$ cat config.mk
export PLATFORM = sky130hd
export DESIGN_NAME = pipe_stage_buf
export DESIGN_NICKNAME = d
export VERILOG_FILES = /design/src/rtl/pipe_stage_buf.sv
export SDC_FILE = /design/constraint.sdc
export NUM_CORES = 1
export LEC_CHECK = 0
export CELL_PAD_IN_SITES_DETAIL_PLACEMENT = 0
export CELL_PAD_IN_SITES_GLOBAL_PLACEMENT = 1
export CORE_ASPECT_RATIO = 1.1
export CORE_UTILIZATION = 33
export DETAILED_ROUTE_END_ITERATION = 16
export GPL_TIMING_DRIVEN = 0
export PLACE_DENSITY = 0.84
export SLEW_MARGIN = 15
export SYNTH_ARGS = -nofsm -noshare
export SYNTH_HDL_FRONTEND = slang
export SYNTH_SLANG_ARGS = --single-unit
$ cat constraint.sdc
create_clock -name clk -period 2.3 [get_ports clk]
set_clock_uncertainty 0.05 [all_clocks]
set_input_delay 0.23 -clock clk [delete_from_list [all_inputs] [get_ports clk]]
set_output_delay 0.23 -clock clk [all_outputs]
set_load 0.03 [all_outputs]
$ cat src/rtl/pipe_stage_buf.sv
`default_nettype none
// ============================================================================
// Module      : pipe_stage_buf
// Description : Generic pipeline-stage register with valid/ready handshake,
//               stall and flush. A stage with no valid entry always presents
//               all-zero control, so bubbles never write registers or memory.
//               Optional one-entry skid buffer (build macro
//               PIPE_STAGE_SKID_EN) gives a registered in_ready at full
//               throughput.
// Ports       : clk        rising-edge clock
//               rst        asynchronous reset, active-high
//               flush      discard held entries and any same-cycle input
//               in_valid   upstream entry valid
//               in_ready   stage can accept an entry this cycle
//               in_data    upstream payload            [DATA_W]
//               in_ctrl    upstream control bundle     [CTRL_W]
//               out_valid  entry presented downstream
//               out_ready  downstream accepts (0 = stall)
//               out_data   payload to next stage       [DATA_W]
//               out_ctrl   control to next stage, zero when out_valid=0
//               occupancy  entries held (0..1, or 0..2 with skid)
// Revision    : 1.0 - initial release
// ============================================================================
module pipe_stage_buf #(
    parameter int DATA_W   = 32,
    parameter int CTRL_W   = 12,
    parameter bit CLR_DATA = 1'b0
) (
    input  logic              clk,
    input  logic              rst,
    input  logic              flush,
    input  logic              in_valid,
    output logic              in_ready,
    input  logic [DATA_W-1:0] in_data,
    input  logic [CTRL_W-1:0] in_ctrl,
    output logic              out_valid,
    input  logic              out_ready,
    output logic [DATA_W-1:0] out_data,
    output logic [CTRL_W-1:0] out_ctrl,
    output logic [1:0]        occupancy
);

    logic              r_main_valid;
    logic [DATA_W-1:0] r_main_data;
    logic [CTRL_W-1:0] r_main_ctrl;

    logic              w_in_ready;
    logic              w_accept;
    logic              w_retire;

    assign w_retire = r_main_valid & out_ready;
    assign w_accept = in_valid & w_in_ready;

`ifdef PIPE_STAGE_SKID_EN
    logic              r_skid_valid;
    logic [DATA_W-1:0] r_skid_data;
    logic [CTRL_W-1:0] r_skid_ctrl;

    // Ready depends only on a register: no combinational path from out_ready.
    assign w_in_ready = ~r_skid_valid;

    always_ff @(posedge clk or posedge rst) begin
        if (rst) begin
            r_main_valid <= 1'b0;
            r_main_data  <= '0;
            r_main_ctrl  <= '0;
            r_skid_valid <= 1'b0;
            r_skid_data  <= '0;
            r_skid_ctrl  <= '0;
        end else if (flush) begin
            r_main_valid <= 1'b0;
            r_main_ctrl  <= '0;
            r_skid_valid <= 1'b0;
            if (CLR_DATA) begin
                r_main_data <= '0;
            end
        end else if (!r_main_valid || w_retire) begin
            // Main slot frees up: the older skid entry has priority over the
            // input. Accept and a full skid are mutually exclusive.
            if (r_skid_valid) begin
                r_main_valid <= 1'b1;
                r_main_data  <= r_skid_data;
                r_main_ctrl  <= r_skid_ctrl;
                r_skid_valid <= 1'b0;
            end else if (w_accept) begin
                r_main_valid <= 1'b1;
                r_main_data  <= in_data;
                r_main_ctrl  <= in_ctrl;
            end else begin
                r_main_valid <= 1'b0;
                r_main_ctrl  <= '0;
                if (CLR_DATA) begin
                    r_main_data <= '0;
                end
            end
        end else if (w_accept) begin
            // Main full and stalled: park the entry in the skid slot.
            r_skid_valid <= 1'b1;
            r_skid_data  <= in_data;
            r_skid_ctrl  <= in_ctrl;
        end
    end

    assign occupancy = {1'b0, r_main_valid} + {1'b0, r_skid_valid};
`else
    // Single entry: a full stage can only accept while it retires.
    assign w_in_ready = ~r_main_valid | out_ready;

    always_ff @(posedge clk or posedge rst) begin
        if (rst) begin
            r_main_valid <= 1'b0;
            r_main_data  <= '0;
            r_main_ctrl  <= '0;
        end else if (flush) begin
            r_main_valid <= 1'b0;
            r_main_ctrl  <= '0;
            if (CLR_DATA) begin
                r_main_data <= '0;
            end
        end else if (w_accept) begin
            r_main_valid <= 1'b1;
            r_main_data  <= in_data;
            r_main_ctrl  <= in_ctrl;
        end else if (w_retire) begin
            r_main_valid <= 1'b0;
            r_main_ctrl  <= '0;
            if (CLR_DATA) begin
                r_main_data <= '0;
            end
        end
    end

    assign occupancy = {1'b0, r_main_valid};
`endif

    assign in_ready  = w_in_ready;
    assign out_valid = r_main_valid;
    assign out_data  = r_main_data;
    // Control register is cleared on every path that empties the stage.
    assign out_ctrl  = r_main_ctrl;

endmodule
`default_nettype wire

# Word level (Yosys, flattened, before mapping)
# Index checks and enable logic that the tools add are counted.
dict set report word_totals {
  register_bits 45
}
dict set report op_classes {
  muxes 6
  n_bitwise 5
  reduce_logical 2
}
# operator n
set op_table {}
lappend op_table {{two-way mux 12 bit} 3}
lappend op_table {{two-way mux 1 bit} 3}
lappend op_table {{nonzero test 3 bit} 1}
lappend op_table {{bitwise AND 1 bit} 2}
lappend op_table {{inverter 1 bit} 2}
lappend op_table {{AND reduction 2 bit} 1}
lappend op_table {{bitwise OR 1 bit} 1}

# Longest topological paths before layout
dict set report logic_depth {
  depth_word 5
  ltp_mapped 5
}

# Worst setup path before layout
# No wires, ideal clock.
dict set report synth_path {
  kind {reg2reg}
  start {register r_main_valid (netlist: out_valid)}
  end {register r_main_data[0] (netlist: out_data[0])}
  setup_time_ps 125
  arrival_time_ps 1492
  t_required_ps 2125
  path_slack_ps 633
  stages_incl_launch_ff 5
  path_buffers 1
  synth_period_minus_slack_ps 1667
  cell_sequence {dfrtp_1 -> nor2b_4 -> nor3b_4 -> buf_6 -> mux2_2}
}
dict set report synth_between {
  elab_chain_len 4
}
# element line_no
set synth_rtl {}
lappend synth_rtl {{start, declared} 43} ;# logic r_main_valid;
lappend synth_rtl {{start signal, assigned} 111} ;# r_main_valid <= 1'b0;
lappend synth_rtl {{start signal, assigned} 115} ;# r_main_valid <= 1'b0;
lappend synth_rtl {{start signal, assigned} 121} ;# r_main_valid <= 1'b1;
lappend synth_rtl {{inverter 1 bit} 107} ;# assign w_in_ready = ~r_main_valid | out_ready;
lappend synth_rtl {{bitwise OR 1 bit} 107}
lappend synth_rtl {{bitwise AND 1 bit} 52} ;# assign w_accept = in_valid & w_in_ready;
lappend synth_rtl {{AND reduction 2 bit (no source line)} --}
lappend synth_rtl {{end signal, assigned} 122} ;# r_main_data <= in_data;
lappend synth_rtl {{end, declared} 44} ;# logic [DATA_W-1:0] r_main_data;
# No other way between the ends.
# A chain may end at the register's enable or synchronous reset.

# Final worst setup path
dict set report layout_path {
  start {register r_main_valid (netlist: out_valid)}
  end {output port in_ready}
}
dict set report layout_between {
  elab_chain_len 2
}
# element line_no
set layout_rtl {}
lappend layout_rtl {{inverter 1 bit} 107}
lappend layout_rtl {{bitwise OR 1 bit} 107}
lappend layout_rtl {{end, declared} 33} ;# output logic in_ready,
# No other way between the ends.

==> results.cfg <==
[outcome]
status = complete, no violations

[flow_run]
cap_violations = 0

[cts]
ctsResizeCount = 0
htreeDepth = 2
post_cts_buffers = 0
holdBufCountCts = 0
tritoncts.num_buffers = 5
cts_tree = done
insertion_delay_ps = 290
clockBufferDepth = 2
cts.sinks = 45
cts-root-buf = clkbuf_8
clk_pin_slew_worst_paths_ps = 90

[place]
dp_slack_ps = 351
io_buffers = 94
place_hpwl_um = 3520
place_congestion = 0.684
post_dp_cell_area_um2 = 3020

[synthesis]
synth_xor_area_share_pct = 0
ys.warnings.count = 0
synth_cell_type_count = 15
synth_seq_cells = 45
avgSynthCellArea_um2 = 13.9
seq_area_frac_synth_pct = 57.5
synth_mux_area_share_pct = 24.0
syn_nets = 190
synth_area_um2 = 1960
synth_top_family_by_area = multiplexers
synth_simple_gate_area_share_pct = 5.62
synth_compound_area_share_pct = 7.92
netlist_instances = 141
synth-adder-area-share_pct = 0

[worst_setup_path]
cpPeakStageDelay_ps = 600
cp_num_buf_inv = 2
rr_startpoint = out_valid
cp_slowest_cell = clkdlybuf4s50_1
crit_chain = nor2b_4 -> inv_1 -> clkdlybuf4s50_1
cp_data_arrival_time_ps = 1690
critPathCaptureType = primary output
cp_max_fo = 5
critPathRequiredTime_ps = 2020
startpoint = out_valid
path_delay_family = buffers and inverters
cp-start-kind = flip-flop
critPathKind = flip-flop to primary output
reg2reg_slack_ps = 600

[global_route]
grt_pass1_wl_um = 7530
antenna_found_initial = 0
grt_usage_pct = 16.3
grt_max_degree = 28
grt_pass1_vias = 1585
overflow = 0

[detailed_routing]
vias = 1520
wl_um = 4750
routed_via_density = 4.74
dr.pass1.iters = 4
drt_first_iter_violations = 46
drcViolationCount = 0
antenna_left = 0
routedWlPerCell_um = 14.8

[cells_and_area]
diodes = 0
drive_gt1_share_pct = 25.4
postLayoutCellArea_um2 = 3140
syn2layout_area_growth_pct = 60.3
fill_cells = 531
fin_nets = 292

[power_and_ir_drop]
totalPowerFinal_mw = 2.37
power.density_nw_per_um2 = 754
p_leak_nw = 1.29
ir_drop_v = 0.000571

[die]
dieWidth_um = 75.4
rows = 29
die_area_um2 = 6250
initial_core_util_pct = 34.2
core_area_um2 = 5730
die_y_um = 82.8
io_pins = 97

[timing]
worst_pin_slew_ps = 618
relSlewSlack_pct = 58.8
fmax_mhz = 508
finalMaxSlewViolations = 0
fin_crit_sh_pct = 85.5
period_minus_slack_ps = 1970
rsz0062_at_grt = false
finalSetupViolations = 0
hold_ws_ps = 273
setup_ws_ps = 333
hold_viol_final = 0
finalSetupTns_ps = 0

[hold_path]
hp-class = input port to asynchronous set/reset pin
[placed cells by master (no fill, tap or decap)]
cell | netlist | layout
buf_6 | 3 | 3
buf_16 | 0 | 1
buf_2 | 2 | 2
clkdlybuf4s50_1 | 0 | 94
or2_2 | 10 | 10
inv_2 | 0 | 1
mux2_2 | 32 | 32
inv_1 | 2 | 1
nor2_1 | 4 | 4
conb_1 | 1 | 1
buf_4 | 4 | 4
nor3b_4 | 1 | 1
dfrtp_1 | 45 | 45
clkbuf_8 | 0 | 6
a21oi_1 | 10 | 10
nor2b_4 | 1 | 1
clkbuf_1 | 3 | 4
a32oi_1 | 12 | 12
mux2i_1 | 11 | 11
bufinv_16 | 0 | 1
[sequential cells by signal, summed over array words and instances (netlist names)]
register	flops
out_data	32
out_ctrl	12
out_valid	1
[final timing paths]
check	cells past startpoint	endpoint
max in group asynchronous	3	out_data[23]
max reg2reg	4	out_data[27]
min reg2reg	1	out_data[3]
max	3	in_ready
min	2	out_data[8]
min in group clk	4	out_ctrl[4]
[synth_stat cells]
cell type,n,share of area (%)
dfrtp_1,45,58
mux2_2,32,18
clkbuf_1,3,0.58
nor2_1,4,0.77
or2_2,10,3.2
buf_6,3,1.7
conb_1,1,0.19
a21oi_1,10,2.6
nor2b_4,1,0.70
buf_4,4,1.5
nor3b_4,1,0.96
a32oi_1,12,5.4
buf_2,2,0.51
inv_1,2,0.38
mux2i_1,11,5.6
[kinds of logic after synthesis]
kind of cell	Yosys count
flops	45
mux	43
compound gates	22
simple gates	16
buf+inv	14
other cells	1
[power by group]
part           switching [mW]  internal, mW
clock network           0.268         0.355
registers              0.0603         0.903
logic                   0.395         0.386
[per-stage QoR]
step	utilization, %	instances
after global placement	52.2	312
final	54.8	321
after detailed placement	52.7	313
after CTS	54.8	321
after floorplan	-	141
after global routing	54.8	321
[layer usage]
| metal | part of all wire, % | global-route usage (%) |
|---|---|---|
| met1 | 41 | 20.5 |
| met2 | 48 | 24.9 |
| met3 | 9.7 | 8.21 |
| met4 | 1.1 | 4.26 |
| met5 | 0 | 0 |
[final cells by class]
cell class / count / area, um^2 / share of cell area [%]
Buffer: 12 / 85.1 / 2.71
Inverter: 2 / 7.51 / 0.239
Clock buffer: 7 / 86.3 / 2.75
Tap cell: 77 / 96.3 / 3.07
Multi-Input combinational cell: 82 / 739 / 23.6
Clock inverter: 1 / 30.0 / 0.957
Sequential cell: 45 / 1130 / 35.9
Timing Repair Buffer: 95 / 968 / 30.8
Power figures use the tool's default switching activity.
